$ cat config.mk
export PLATFORM = sky130hd
export DESIGN_NAME = max_pool_acc
export DESIGN_NICKNAME = d
export VERILOG_FILES = /design/src/rtl/cnn_pool_pkg.sv /design/src/rtl/max_pool_acc_max_lane.sv /design/src/rtl/max_pool_acc.sv
export SDC_FILE = /design/constraint.sdc
export NUM_CORES = 1
export LEC_CHECK = 0
export BUFFER_PORTS_ARGS = -buffer_cell sky130_fd_sc_hd__clkbuf_2
export CORE_MARGIN = 4
export CORE_UTILIZATION = 30
export DETAILED_ROUTE_END_ITERATION = 10
export PLACE_DENSITY = 0.57
export SLEW_MARGIN = 10
export SYNTH_ARGS = -nofsm -noshare
export SYNTH_HDL_FRONTEND = slang
export SYNTH_HIERARCHICAL = 1
export SYNTH_SLANG_ARGS = --single-unit
$ cat constraint.sdc
create_clock -name clk -period 3.1 [get_ports clk]
set_input_delay 0.465 -clock clk [delete_from_list [all_inputs] [get_ports clk]]
set_output_delay 0.465 -clock clk [all_outputs]
set_load 0.02 [all_outputs]
$ cat src/rtl/cnn_pool_pkg.sv
// Shared types and helpers for the CNN pooling stage.
// No logic of its own; the helpers are pure functions.
// No flow control; imported by max_lane and max_pool_acc.
// Contents:
//   pool_state_t : accumulator FSM states
//   LANE_MAX_W   : widest lane that lane_max can compare
//   cnt_w        : width of a beat counter that must hold 0..win
//   lane_max     : max of two pre-extended lane values
package cnn_pool_pkg;

    typedef enum logic [0:0] {
        ACCUM = 1'b0,
        STALL = 1'b1
    } pool_state_t;

    // Lanes are sign- or zero-extended to this width before comparing.
    // That lets one function serve every N up to 64.
    localparam int LANE_MAX_W = 64;

    function automatic int cnt_w(input int win);
        return $clog2(win + 1);
    endfunction

    // On a tie this returns a, so the running maximum keeps its value.
    function automatic logic [LANE_MAX_W-1:0] lane_max(
        input logic [LANE_MAX_W-1:0] a,
        input logic [LANE_MAX_W-1:0] b,
        input logic                  signed_mode
    );
        logic b_gt;
        b_gt = signed_mode ? ($signed(b) > $signed(a)) : (b > a);
        return b_gt ? b : a;
    endfunction

endpackage

$ cat src/rtl/max_pool_acc_max_lane.sv
// Per-lane compare/select for the pooling accumulator.
// Purely combinational, zero latency.
// No flow control; the parent decides when y is registered.
// Ports:
//   a     : current running maximum for this lane
//   b     : incoming beat for this lane
//   first : first beat of a window; y = b with no compare
//   y     : next running maximum
module max_lane
    import cnn_pool_pkg::*;
#(
    parameter int N      = 16,
    parameter bit SIGNED = 1'b1
) (
    input  logic [N-1:0] a,
    input  logic [N-1:0] b,
    input  logic         first,
    output logic [N-1:0] y
);

    logic [LANE_MAX_W-1:0] a_ext;
    logic [LANE_MAX_W-1:0] b_ext;
    logic [LANE_MAX_W-1:0] m_ext;
    logic                  take_b;

    always_comb begin
        if (SIGNED) begin
            a_ext = LANE_MAX_W'($signed(a));
            b_ext = LANE_MAX_W'($signed(b));
        end else begin
            a_ext = LANE_MAX_W'(a);
            b_ext = LANE_MAX_W'(b);
        end
        m_ext = lane_max(a_ext, b_ext, SIGNED);
        // lane_max keeps a on ties.
        // Select the narrow operand rather than truncating m_ext.
        take_b = first | (m_ext != a_ext);
        y      = take_b ? b : a;
    end

endmodule

$ cat src/rtl/max_pool_acc.sv
// Streaming multi-lane max-pool: WIN beats in, one beat of per-lane maxima out.
// The result appears on data_out one cycle after the closing beat is accepted.
// Only the closing beat stalls, and only while an unread result sits in data_out.
// Ports:
//   clk, master_rst_n         : clock, async active-low reset
//   ce                        : input-side enable (forces in_ready low when 0)
//   clear                     : sync flush of partial window and output register
//   in_valid/in_ready/data_in : input beat handshake, lane c at [c*N +: N]
//   out_valid/out_ready/data_out : result handshake, lane c at [c*N +: N]
//   busy                      : a partial window is in progress
module max_pool_acc
    import cnn_pool_pkg::*;
#(
    parameter int N      = 16,
    parameter int CH     = 4,
    parameter int WIN    = 4,
    parameter bit SIGNED = 1'b1
) (
    input  logic          clk,
    input  logic          master_rst_n,
    input  logic          ce,
    input  logic          clear,
    input  logic          in_valid,
    output logic          in_ready,
    input  logic [CH*N-1:0] data_in,
    output logic          out_valid,
    input  logic          out_ready,
    output logic [CH*N-1:0] data_out,
    output logic          busy
);

    localparam int CW = cnt_w(WIN);

    logic [CW-1:0]   count;
    logic [CH*N-1:0] acc;
    logic [CH*N-1:0] acc_nxt;
    pool_state_t     state;

    logic first_beat;
    logic last_beat;
    logic accept;
    logic out_fire;

    assign first_beat = (count == '0);
    assign last_beat  = (count == CW'(WIN - 1));
    assign out_fire   = out_valid & out_ready;

    // The closing beat waits only if data_out still holds an unread result.
    // A same-cycle out_fire frees the register, so there is no bubble.
    assign in_ready = ce & ~(last_beat & out_valid & ~out_ready);
    assign accept   = in_valid & in_ready;
    assign busy     = ~first_beat;

    for (genvar c = 0; c < CH; c++) begin : g_lane
        max_lane #(
            .N      (N),
            .SIGNED (SIGNED)
        ) u_max_lane (
            .a     (acc[c*N +: N]),
            .b     (data_in[c*N +: N]),
            .first (first_beat),
            .y     (acc_nxt[c*N +: N])
        );
    end

    always_ff @(posedge clk or negedge master_rst_n) begin
        if (!master_rst_n) begin
            count     <= '0;
            acc       <= '0;
            data_out  <= '0;
            out_valid <= 1'b0;
            state     <= ACCUM;
        end else if (clear) begin
            count     <= '0;
            acc       <= '0;
            data_out  <= '0;
            out_valid <= 1'b0;
            state     <= ACCUM;
        end else begin
            if (accept) begin
                acc <= acc_nxt;
                if (last_beat) begin
                    count    <= '0;
                    data_out <= acc_nxt;
                end else begin
                    count <= CW'(count + 1'b1);
                end
            end

            if (accept && last_beat) begin
                out_valid <= 1'b1;
            end else if (out_fire) begin
                out_valid <= 1'b0;
            end

            // STALL tracks a closing beat that is blocked by a full output.
            case (state)
                ACCUM: begin
                    if (ce && in_valid && last_beat && out_valid && !out_ready) begin
                        state <= STALL;
                    end
                end
                STALL: begin
                    if (out_fire) begin
                        state <= ACCUM;
                    end
                end
                default: state <= ACCUM;
            endcase
        end
    end

endmodule

==> impl_metrics.env <==
export IMPL_crit_slowest_cell="or4_4"
export IMPL_worst_path_largest_cell_delay_ns=0.54
export IMPL_ant_nets=0
export IMPL_skew_ns=0.0131
export IMPL_yosysUniqueCellTypes=32
export IMPL_synth_ff_type="dfrtp_1"
export IMPL_placed_area_um2=10800
export IMPL_rows=63
export IMPL_report_final_setup_viol=0
export IMPL_synth_xor_area_share_pct=6.11
export IMPL_cts_buffers_inserted=17
export IMPL_drive_above_1_share_pct=39.2
export IMPL_cts_sinks=132
export IMPL_wl_per_cell_um=18.1
export IMPL_yosysMostFrequentCell="dfrtp_1"
export IMPL_drv_slew=0
export IMPL_h_tree_depth=4
export IMPL_antenna_found_initial=0
export IMPL_worstRegToRegCells=11
export IMPL_die_area_um2=33400
export IMPL_die_width_um=183
export IMPL_pin_count=137
export IMPL_design_area_um2=12300
export IMPL_dpl_hpwl_um=18400
export IMPL_syn_inst=903
export IMPL_track_usage_pct=15.9
export IMPL_peakVddDrop_v=0.000371
export IMPL_dr_pass1_iters=4
export IMPL_avgSynthCellArea_um2=10.2
export IMPL_yosysWarnings=6
export IMPL_path_max_fanout=8
export IMPL_die_h_um=183
export IMPL_cts_tree="built"
export IMPL_synth_commonest_cells="dfrtp_1 (132), inv_1 (68), nor4_1 (68), nand2b_1 (67)"
export IMPL_vias=7686
export IMPL_synth_top_cells_by_area="dfrtp_1 (36%), ha_1 (9.0%), mux2_2 (7.9%)"
export IMPL_synth_top_family_by_area="simple AND/OR/NAND/NOR gates"
export IMPL_synth_top_area_share_pct=36.0
export IMPL_dr_first_iter_drc_count=284
export IMPL_p_per_area_nw_per_um2=404
export IMPL_synth_fa_ha_area_share_pct=9.01
export IMPL_synth_area_um2=9170
export IMPL_max_slew_margin_rel_pct=45.2
export IMPL_grt_ovfl_total=0
export IMPL_status="finished clean"
export IMPL_synthMuxAreaShare_pct=14.8
export IMPL_worstPathArrival_ns=3.34
export IMPL_layout_nets=1260
export IMPL_fin_tns_setup_ns=0
export IMPL_path_cells="inv_2, ha_4, a21o_1, a211o_1, or4_4, a311oi_4, buf_6, mux2_4, nand2b_1, nor4_1, a31o_2"
export IMPL_grt_start_max_net_pins=68
export IMPL_worst_slack_ns=0.0755
export IMPL_synth_fp_nets=1039
export IMPL_ys_seq_area_share_pct=36.0
export IMPL_grt_pass1_wl_um=42900
export IMPL_fin_util_pct=41.0
export IMPL_grt_pass1_vias=7889
export IMPL_fin_hold_ws_ns=0.0365
export IMPL_hold_viol_final=0
export IMPL_worstPathRequired_ns=3.41
export IMPL_drc_errors=0
export IMPL_start_kind="flop"
export IMPL_via_per_inst=5.03
export IMPL_clk_insertion_delay_late_ns=0.43
export IMPL_synth_area_leader_cell="dfrtp_1"
export IMPL_p_leak_nw=5.59
export IMPL_synth_seq_cells=132
export IMPL_synth_edf_count=0
export IMPL_postSynth_asyncResetShare_pct=100
export IMPL_numPortBuffers=136
export IMPL_max_freq_mhz=331
export IMPL_gp_congestion=0.801
export IMPL_grt_setup_unrepaired="true"
export IMPL_endpoint_kind="flop"
export IMPL_worst_hold_path_type="input pin to asynchronous set/reset pin"
export IMPL_clockBufferDepth=2
export IMPL_wirelength_um=27600
export IMPL_preCtsSetupSlack_ns=-0.132
export IMPL_syn_to_final_growth_pct=33.7
export IMPL_synth_compound_area_share_pct=11.2
export IMPL_period_minus_slack_ns=3.02
export IMPL_crit_type="flop to flop"
export IMPL_clkSlewWorstSetupHoldPaths_ns=0.07
export IMPL_fill_cells=2908
export IMPL_fin_crit_sh_pct=97.6
export IMPL_initial_core_util_pct=30.7
export IMPL_synth_simple_gate_area_share_pct=16.3
export IMPL_diodes=0
export IMPL_tightest_slew_ns=0.822
export IMPL_cts_root_buffer="clkbuf_16"
export IMPL_coreArea_um2=29900
export IMPL_cap_violations=0
-- metal layers --
metal	share of wire, %	wire, µm	GRT usage, %
met4	1.1	290	3.69
met5	0	0	0
met2	48	13200	26.1
met1	47	13000	21.8
met3	3.9	1070	3.23
-- sequential cells by signal, indices dropped and copies added (netlist names) --
| register | count |
|---|---|
| data_out | 64 |
| out_valid | 1 |
| count | 3 |
| acc | 64 |
-- cells in the final DEF (no fill, tap or decap), types with 5 or more instances in the layout --
cell type,n
clkbuf_2,135
dfrtp_1,131
buf_4,114
nand2_1,65
nor4_1,64
mux2i_1,64
xnor2_1,64
inv_1,62
a31o_1,49
ha_1,46
nand2b_1,42
mux2_4,38
nand4_1,28
mux2_2,26
nand2b_4,24
a21oi_1,22
ha_4,19
clkbuf_16,17
a31o_2,15
a21o_1,12
buf_6,9
nand3_1,8
clkinvlp_4,5
inv_2,5
nor3_1,5
-- per-stage QoR --
stage / cells / power, mW
2_1_floorplan: 903 / 2.39
3_3_place_gp: 1460 / 2.73
3_5_place_dp: 1460 / 2.74
4_1_cts: 1492 / 4.84
5_1_grt: 1527 / 5.18
6_report: 1527 / 4.95
-- kinds of logic (layout without fill, tap and decap cells) --
family,count (synthesis),in the layout
DFF,132,132
muxes,128,128
xor gates and xnor gates,64,64
and+or+nand+nor,262,262
AOI/OAI and AO/OA,123,123
adders and majority gates,66,66
buffers and inverters,128,362
-- power by group --
part / internal [mW] / switching (mW)
registers: 1.77 / 0.0494
logic: 0.536 / 0.523
clock network: 1.23 / 0.841
total: 3.53 / 1.41
-- layout make-up --
class / count / area, µm² / area share, %
clock buffers: 20 / 457 / 3.73
clock inverters: 12 / 130 / 1.06
multi-input cells: 643 / 5910 / 48.2
inverters: 68 / 256 / 2.09
flip-flops and latches: 132 / 3300 / 27.0
well taps: 390 / 488 / 3.98
repair buffers: 262 / 1710 / 14.0
-- worst max-delay path: cells and delay by family (launching register included) --
kind	cells	cell delay, ns
AND/OR/NAND/NOR	3	0.68
flip-flops	1	0.39
multiplexers	1	0.31
adder cells (fa/ha/maj)	1	0.20
AO/OA/AOI/OAI	4	1.04
buffers and inverters	2	0.29
-- path summary, 6_finish.rpt --
kind                         startpoint      endpoint  slack (ns)
max                             acc[45]  data_out[39]        0.08
max reg2reg                     acc[45]  data_out[39]        0.08
min in group clk              out_ready     out_valid        0.36
min reg2reg                data_out[63]  data_out[63]        0.51
max in group asynchronous  master_rst_n       acc[14]        2.30
min                        master_rst_n       acc[52]        0.04
-- what timing repair did --
action                     in CTS  in global routing
setup endpoints to repair       0                 57
hold buffers                    0                  0
setup buffers                   0                 35
resized for setup               0                109
Note: power is estimated with default switching activity, not from simulation.
